`src/rtl/mem_burst_pkg.sv`:
```
// Shared types and defaults for the burst controller in front of the 64K x 8 memory.
// Wrapping bursts are selected at build time with the BURST_WRAP_EN macro.
package mem_burst_pkg;

  localparam int unsigned DEF_ADDR_W = 16;
  localparam int unsigned DEF_DATA_W = 8;

  localparam logic OP_READ  = 1'b0;
  localparam logic OP_WRITE = 1'b1;

  typedef enum logic [1:0] {
    StIdle,
    StWrite,
    StRead,
    StDrain
  } state_e;

endpackage

```
`src/rtl/mem_rd_buf.sv`:
```
// Two-entry read return FIFO; absorbs the memory's one-cycle read latency.
// A push and a pop in the same cycle leave the count unchanged.
module mem_rd_buf
  import mem_burst_pkg::*;
#(
  parameter int unsigned DATA_W = DEF_DATA_W
) (
  input  logic              clk,
  input  logic              rst_n,
  input  logic              i_push,
  input  logic [DATA_W-1:0] i_push_data,
  input  logic              i_pop,
  output logic              o_valid,
  output logic [DATA_W-1:0] o_data,
  output logic [1:0]        o_count
);

  logic [DATA_W-1:0] r_data [2];
  logic              r_wr_ptr;
  logic              r_rd_ptr;
  logic [1:0]        r_count;
  logic              w_pop;

  assign w_pop = i_pop && (r_count != 2'd0);

  always_ff @(posedge clk or negedge rst_n) begin
    if (!rst_n) begin
      r_data[0] <= '0;
      r_data[1] <= '0;
      r_wr_ptr  <= 1'b0;
      r_rd_ptr  <= 1'b0;
      r_count   <= 2'd0;
    end else begin
      if (i_push) begin
        r_data[r_wr_ptr] <= i_push_data;
        r_wr_ptr         <= ~r_wr_ptr;
      end
      if (w_pop) begin
        r_rd_ptr <= ~r_rd_ptr;
      end
      case ({i_push, w_pop})
        2'b10:   r_count <= r_count + 2'd1;
        2'b01:   r_count <= r_count - 2'd1;
        default: r_count <= r_count;
      endcase
    end
  end

  assign o_valid = (r_count != 2'd0);
  assign o_data  = r_data[r_rd_ptr];
  assign o_count = r_count;

endmodule

```
`src/rtl/mem_burst_ctrl.sv`:
```
// Burst access controller driving the 64K x 8 memory: one command at a time, write beats
// in on a valid/ready stream, read beats out through a 2-entry buffer. Macro: BURST_WRAP_EN.
module mem_burst_ctrl
  import mem_burst_pkg::*;
#(
  parameter int unsigned ADDR_W = DEF_ADDR_W,
  parameter int unsigned DATA_W = DEF_DATA_W,
  parameter int unsigned LEN_W  = 8,
  parameter int unsigned WRAP_W = 4
) (
  input  logic              clk,
  input  logic              rst_n,
  input  logic              i_cmd_valid,
  output logic              o_cmd_ready,
  input  logic              i_cmd_op,
  input  logic [ADDR_W-1:0] i_cmd_addr,
  input  logic [LEN_W-1:0]  i_cmd_len,
  input  logic              i_wr_valid,
  output logic              o_wr_ready,
  input  logic [DATA_W-1:0] i_wr_data,
  output logic              o_rd_valid,
  input  logic              i_rd_ready,
  output logic [DATA_W-1:0] o_rd_data,
  output logic              o_busy,
  output logic              o_mem_write,
  output logic              o_mem_read,
  output logic [ADDR_W-1:0] o_mem_addr,
  output logic [DATA_W-1:0] o_mem_data_in,
  input  logic [DATA_W-1:0] i_mem_data_out
);

`ifdef BURST_WRAP_EN
  localparam bit WrapEn = 1'b1;
`else
  localparam bit WrapEn = 1'b0;
`endif
  localparam logic [ADDR_W-1:0] WinMask = ADDR_W'((1 << WRAP_W) - 1);

  state_e            r_state;
  state_e            w_state_nxt;
  logic [ADDR_W-1:0] r_addr;
  logic [ADDR_W-1:0] w_addr_inc;
  logic [ADDR_W-1:0] w_addr_nxt;
  logic [LEN_W-1:0]  r_remain;
  logic              r_inflight;
  logic              w_issue;
  logic              w_pop;
  logic              w_buf_valid;
  logic [1:0]        w_buf_count;
  logic [1:0]        w_occ;

  assign w_addr_inc = r_addr + ADDR_W'(1);
  // Wrapping keeps the upper bits fixed so the burst stays in its aligned window.
  assign w_addr_nxt = WrapEn ? ((r_addr & ~WinMask) | (w_addr_inc & WinMask)) : w_addr_inc;

  assign w_pop = i_rd_ready && w_buf_valid;
  assign w_occ = w_buf_count + {1'b0, r_inflight};

  always_comb begin
    w_state_nxt   = r_state;
    o_cmd_ready   = 1'b0;
    o_wr_ready    = 1'b0;
    o_mem_write   = 1'b0;
    o_mem_read    = 1'b0;
    o_mem_addr    = '0;
    o_mem_data_in = '0;
    w_issue       = 1'b0;
    unique case (r_state)
      StIdle: begin
        o_cmd_ready = rst_n;
        if (i_cmd_valid) begin
          case (i_cmd_op)
            OP_WRITE: w_state_nxt = StWrite;
            OP_READ:  w_state_nxt = StRead;
          endcase
        end
      end
      StWrite: begin
        o_wr_ready    = 1'b1;
        o_mem_write   = i_wr_valid;
        o_mem_addr    = r_addr;
        o_mem_data_in = i_wr_data;
        if (i_wr_valid && (r_remain == '0)) begin
          w_state_nxt = StIdle;
        end
      end
      StRead: begin
        o_mem_addr = r_addr;
        // A same-cycle pop frees a slot, which keeps reads at one beat per cycle.
        w_issue    = (w_occ < 2'd2) || w_pop;
        o_mem_read = w_issue;
        if (w_issue && (r_remain == '0)) begin
          w_state_nxt = StDrain;
        end
      end
      StDrain: begin
        if (!r_inflight && (w_buf_count == 2'd0)) begin
          w_state_nxt = StIdle;
        end
      end
      default: w_state_nxt = StIdle;
    endcase
  end

  always_ff @(posedge clk or negedge rst_n) begin
    if (!rst_n) begin
      r_state    <= StIdle;
      r_addr     <= '0;
      r_remain   <= '0;
      r_inflight <= 1'b0;
    end else begin
      r_state    <= w_state_nxt;
      r_inflight <= w_issue;
      if ((r_state == StIdle) && i_cmd_valid) begin
        r_addr   <= i_cmd_addr;
        r_remain <= i_cmd_len;
      end else if (((r_state == StWrite) && i_wr_valid) || w_issue) begin
        r_addr   <= w_addr_nxt;
        r_remain <= r_remain - LEN_W'(1);
      end
    end
  end

  assign o_busy = (r_state != StIdle);

  mem_rd_buf #(
    .DATA_W (DATA_W)
  ) u_rd_buf (
    .clk         (clk),
    .rst_n       (rst_n),
    .i_push      (r_inflight),
    .i_push_data (i_mem_data_out),
    .i_pop       (w_pop),
    .o_valid     (w_buf_valid),
    .o_data      (o_rd_data),
    .o_count     (w_buf_count)
  );

  assign o_rd_valid = w_buf_valid;

endmodule
```
`config.mk`:
```
export PLATFORM = sky130hd
export DESIGN_NAME = mem_burst_ctrl
export DESIGN_NICKNAME = d
export VERILOG_FILES = /design/src/rtl/mem_burst_pkg.sv /design/src/rtl/mem_rd_buf.sv /design/src/rtl/mem_burst_ctrl.sv
export SDC_FILE = /design/constraint.sdc
export NUM_CORES = 1
export LEC_CHECK = 0
export BUFFER_PORTS_ARGS = -buffer_cell sky130_fd_sc_hd__buf_2
export CAP_MARGIN = 10
export CORE_ASPECT_RATIO = 1.25
export CORE_MARGIN = 10
export CORE_UTILIZATION = 52
export CTS_BUF_LIST = sky130_fd_sc_hd__clkbuf_16
export DETAILED_ROUTE_END_ITERATION = 8
export PLACE_DENSITY = 0.79
export SLEW_MARGIN = 5
export SYNTH_ARGS = -nofsm -noshare
export SYNTH_HDL_FRONTEND = slang
export SYNTH_HIERARCHICAL = 1
export SYNTH_SLANG_ARGS = --single-unit
```
`constraint.sdc`:
```
create_clock -name clk -period 2.2 [get_ports clk]
set_clock_uncertainty 0.15 [all_clocks]
set_input_delay 0.44 -clock clk [delete_from_list [all_inputs] [get_ports clk]]
set_output_delay 0.44 -clock clk [all_outputs]
set_load 0.02 [all_outputs]
```
After elaboration in Yosys (flattened, before gate mapping)
Index checks and enable logic that the tools add are counted.
{"block": "classes", "reduce_logical": 20, "n_addsub": 5, "mul": 0, "bitwise_logic": 5, "muxes": 23, "div_mod_pow": 0, "shift": 0, "n_lt_le_gt_ge": 4, "eq_ne": 9}
{"operator": "two-way mux 8 bit", "count": 7}
{"operator": "two-way mux 16 bit", "count": 3}
{"operator": "adder 16 x 1 -> 16 bit (second input constant)", "count": 1}
{"operator": "bitwise mux 16 bit", "count": 1}
{"operator": "demux 8 bit (select 1 bit)", "count": 1}
{"operator": "logical AND 1 bit", "count": 8}
{"operator": "zero test 8 bit", "count": 1}
{"operator": "two-way mux 2 bit", "count": 4}
{"operator": "!= test 2 bit (second input constant)", "count": 4}
{"operator": "one-hot mux 2 bit (2 select lines)", "count": 2}
{"operator": "one-hot mux 2 bit (4 select lines)", "count": 1}
{"operator": "nonzero test 2 bit", "count": 4}
{"operator": "subtractor 8 x 1 -> 8 bit (second input constant)", "count": 1}
{"operator": "== test 2 bit (second input constant)", "count": 3}
{"operator": "== test 2 x 1 -> 1 bit (second input constant)", "count": 2}
{"operator": ">= comparator 2 bit (second input constant)", "count": 2}
{"operator": "zero test 2 bit", "count": 2}
{"operator": "two-way mux 1 bit", "count": 4}
{"operator": "inverter 1 -> 2 bit", "count": 2}
{"operator": "AND reduction 4 bit", "count": 1}
{"operator": "inverter 1 bit", "count": 3}
{"operator": "adder 2 x 1 -> 2 bit", "count": 1}
{"operator": "adder 2 x 1 -> 2 bit (second input constant)", "count": 1}
{"operator": "logical OR 1 bit", "count": 2}
{"operator": "other kinds (5)", "count": 5}
{"block": "totals", "mem_count": 0, "ramBits": 0, "latch_bits": 0, "word_cells": 75, "inputBits": 46, "romBits": 0, "ff_bits": 47}

Depth between registers and ports, before layout
{"block": "logic_depth", "ltp_word": 7, "depth_mapped": 8, "mapped_depth_nobuf": 7}

Cells and area by module
Netlist, hierarchy kept.
{"module": "mem_burst_ctrl", "cells_each": 223, "instances": 1, "area_each_um2": 1916.8}
{"module": "mem_rd_buf", "cells_each": 57, "instances": 1, "area_each_um2": 869.6}

Worst setup path after synthesis
Ideal clock, no wire load.
{"block": "synth_timing", "path_kind": "register to register", "startpoint": "reg r_state[1]", "endpoint": "reg r_addr[14]", "n_path_buf": 1, "stages_incl_launch_ff": 8, "slack_ns": -0.066, "period_less_slack_ns": 2.266, "arrival_time_ns": 2.034, "t_required_ns": 1.968, "cell_sequence": "dfrtp_1 > inv_1 > ha_1 > and2_2 > a311oi_4 > buf_6 > or4_1 > a31oi_1"}
{"block": "synth_between", "elab_chain_cells": 4, "word_cells_on_any_way": 9, "cone_classes": "2 x eq/ne; 2 x mux; 5 x reduce/logical"}
{"item": "start: declaration", "line_no": "mem_burst_ctrl.sv:39", "text": "state_e r_state;"}
{"item": "start signal: assignment", "line_no": "mem_burst_ctrl.sv:107", "text": "r_state <= StIdle;"}
{"item": "start signal: assignment", "line_no": "mem_burst_ctrl.sv:112", "text": "r_state <= w_state_nxt;"}
{"item": "== test 2 bit / == test 2 x 1 -> 1 bit (equally long branches)", "line_no": "mem_burst_ctrl.sv:68, mem_burst_ctrl.sv:117"}
{"item": "two-way mux 1 bit / logical AND 1 bit (equally long branches)", "line_no": "mem_burst_ctrl.sv:68, mem_burst_ctrl.sv:117"}
{"item": "logical OR 1 bit", "line_no": "mem_burst_ctrl.sv:117", "text": "end else if (((r_state == StWrite) && i_wr_valid) || w_issue) begin"}
{"item": "nonzero test 2 bit (no source line)"}
{"item": "end signal: assignment", "line_no": "mem_burst_ctrl.sv:115", "text": "r_addr <= i_cmd_addr;"}
{"item": "end signal: assignment", "line_no": "mem_burst_ctrl.sv:118", "text": "r_addr <= w_addr_nxt;"}
{"item": "end: declaration", "line_no": "mem_burst_ctrl.sv:41", "text": "logic [ADDR_W-1:0] r_addr;"}
Several ways; a longest one is shown, not always the timed one.
A chain may end at the register's enable or synchronous reset.

Final worst setup path
{"block": "layout_timing", "startpoint": "reg u_rd_buf.r_count[1] (netlist: u_rd_buf/o_count[1])", "endpoint": "out o_mem_read"}
{"block": "layout_between", "elab_chain_cells": 4, "word_cells_on_any_way": 6, "cone_classes": "1 x add/sub; 1 x order compare; 1 x mux; 3 x reduce/logical"}
{"item": "start: declaration", "line_no": "mem_rd_buf.sv:21", "text": "logic [1:0] r_count;"}
{"item": "start signal: assignment", "line_no": "mem_rd_buf.sv:42", "text": "2'b10: r_count <= r_count + 2'd1;"}
{"item": "start signal: assignment", "line_no": "mem_rd_buf.sv:43", "text": "2'b01: r_count <= r_count - 2'd1;"}
{"item": "start signal: assignment", "line_no": "mem_rd_buf.sv:44", "text": "default: r_count <= r_count;"}
{"item": "nonzero test 2 bit", "line_no": "mem_rd_buf.sv:49", "text": "assign o_valid = (r_count != 2'd0);"}
{"item": "logical AND 1 bit", "line_no": "mem_burst_ctrl.sv:56", "text": "assign w_pop = i_rd_ready && w_buf_valid;"}
{"item": "named net w_pop", "line_no": "mem_burst_ctrl.sv:47", "text": "logic w_pop;"}
{"item": "logical OR 1 bit", "line_no": "mem_burst_ctrl.sv:90", "text": "w_issue = (w_occ < 2'd2) || w_pop;"}
{"item": "two-way mux 1 bit", "line_no": "mem_burst_ctrl.sv:68", "text": "unique case (r_state)"}
{"item": "end: declaration", "line_no": "mem_burst_ctrl.sv:26", "text": "output logic o_mem_read,"}
The timed path passes the listed nets, and every way through them passes these cells.

==> metrics.csv <==
metric;value;unit
status;finished, final reports clean;
die area;8705;µm²
Die W;85.48;µm
Clock Latency Late Sink;0.29;ns
Final Max Slew Viols;0;
initial DRC count;93;
Mapped Area;2786;µm²
H-tree Lvls;2;
flops & latches, synth;47;
maxcap violations;0;
Cells after DPL;423;
worst r2r path cells;7;
P&R area growth vs syn;24.70;%
DR pass1 iterations;4;
RePlAce Congestion;0.8625;
crit path capture type;primary output;
worst-margin pin slew;0.5816;ns
initial antenna violation count;0;
# setup viols final;0;
Crit Path Class;reg2out;
core area;5152;µm²
share of the synthesized area in the top cell type;42.21;%
vias;2472;
global-route wire length before repair;11900;µm
yosys warns;6;
Critical Path AT;1.53;ns
Place WS;0.08721;ns
antenna cells;0;
# IOs;84;
Fmax;471.9;MHz
fraction of layout cells with a size suffix above 1;37.13;%
CTS Root Cell;clkbuf_16;
Post-Syn Instances;280;
Fin. Hold Viols;0;
post-synth top area cell;dfrtp_1;
Post-Layout Cell Count;431;
Reg-to-Reg End;r_addr[13];
HP Class;in2async;
Lkg Pwr;1.574;nW
Post-synth top flop;dfrtp_1;
final setup TNS;0;ns
post-synthesis sequential area ratio;42.21;%
R2R Path Start;r_state[0];
largest net degree at the start of global routing;48;
CTS tree;yes;
number of core rows;29;
Via density;5.735;
clk slew on worst S/H paths;0.06;ns
RSZ-0062 raised after global routing;no;
startpoint types;flop;
final wirelength;7194;µm
EDFF count, synth;0;
detailed placer's ending HPWL;5395;µm
Async S/R FF share, synth;100.0;%
reg2reg setup slack;0.08;ns
crit-path max FO;5;
Power Density;1707;nW/µm²
Congestion Overflow GR;0;
# DRC;0;
fin nets;423;
Fill cells;429;
cell with the most instances after synthesis;dfrtp_1;
Post-DRT Antenna Nets;0;
total track usage;16.46;%
PnR worst setup slack;0.08095;ns
total CTS buffers;5;
min Tclk post-route;2.119;ns
Hold Slack;0.1176;ns
post-synth cell types;44;
IO buf count;83;
post-CTS setup buffers;0;
Worst slew margin;61.23;%
Die Y;101.8;µm
Final Cycle Share;96.32;%
CTS Sinks;47;
mean cell area of the mapped netlist;9.952;µm²
hold buffers post-CTS;0;
worst path required time;1.61;ns
Max VDD drop;0.0009345;V
synth top area cells;dfrtp_1, mux2_2, and2_1;
top cells by count, synth;dfrtp_1, and2_1, mux2_2, nor2_1, a31oi_1;
clock tree buffer depth;2;
Initial Util;54.08;%
vias in the first global route;2560;
Synthesized Nets;335;
Routed WL per cell;16.69;µm
[report_power, final]
group | total [W] | internal [W] | switching, W
Clock | 0.000858 | 0.000530 | 0.000328
Combinational | 0.00333 | 0.00145 | 0.00189
Sequential | 0.00174 | 0.00131 | 0.000429
[worst max-delay path: stages, from the launching register on]
cell     delay [ns]
dfrtp_1        0.41
or2_1          0.27
and2_1         0.19
a21oi_1        0.16
nor2_2         0.06
buf_4          0.15
[stage by stage]
step                instance area (µm²)  power [W]  util [%]
finish                             3475   0.005929     67.44
floorplan                          2789   0.004097         -
global route                       3475   0.006383     67.44
global placement                   3293   0.004926     63.91
detailed placement                 3293   0.005037     63.91
CTS                                3460   0.005930     67.14
[cell families (layout without fill, tap and decap cells)]
| family | Yosys count | after routing | synth area share, % |
|---|---|---|---|
| fa+ha+maj | 9 | 9 | 4.041 |
| buf+inv | 22 | 111 | 4.535 |
| compound gates | 49 | 49 | 12.30 |
| flops | 47 | 47 | 42.21 |
| xor+xnor | 7 | 7 | 2.200 |
| mux | 27 | 27 | 10.78 |
| simple gates | 119 | 119 | 23.93 |
[sequential cells by signal, summed over array words and instances (netlist names)]
name               cells
u_rd_buf/r_wr_ptr      1
r_addr                16
u_rd_buf/r_data       16
r_inflight             1
r_remain               8
r_state                2
u_rd_buf/o_count       2
u_rd_buf/r_rd_ptr      1
[layout make-up]
type	count	area [µm²]	share of cell area, %
Inverter	10	37.54	1.080
Multi-Input combinational cell	211	1501	43.21
Tap cell	62	77.57	2.233
Sequential cell	47	1176	33.85
Clock buffer	5	125.1	3.601
Clock inverter	3	38.79	1.116
Timing Repair Buffer	93	518.0	14.91
[timing repair]
action                     4_1_cts  5_1_grt
setup endpoints to repair       16       18
resized for setup                1        5
pin swaps                        0        0
[worst max-delay path by stage]
stage / startpoint / end / cells after the start
floorplan: u_rd_buf/o_count[0] / r_addr[1] / 7
global placement: r_state[0] / r_addr[12] / 7
detailed placement: r_state[0] / r_addr[11] / 7
CTS: r_state[0] / o_mem_addr[14] / 4
global route: r_state[0] / r_addr[11] / 7
finish: u_rd_buf/o_count[1] / o_mem_read / 5
[routing by layer]
| metal | part of all wire, % | global-route usage (%) |
|---|---|---|
| met3 | 6.5 | 5.016 |
| met5 | 0 | 0 |
| met2 | 51 | 27.48 |
| met4 | 2.1 | 7.234 |
| met1 | 41 | 19.07 |
[cell usage in the layout (no fill, tap or decap), types with 9 or more instances in the layout]
cell type	instances
buf_2	82
nor2_1	20
and2_1	29
dfrtp_1	47
nand2_1	14
buf_4	9
nand3_1	12
a31oi_1	17
or4_1	14
mux2_2	24
o31ai_1	10
No activity file was read; power rests on OpenSTA's default activity.
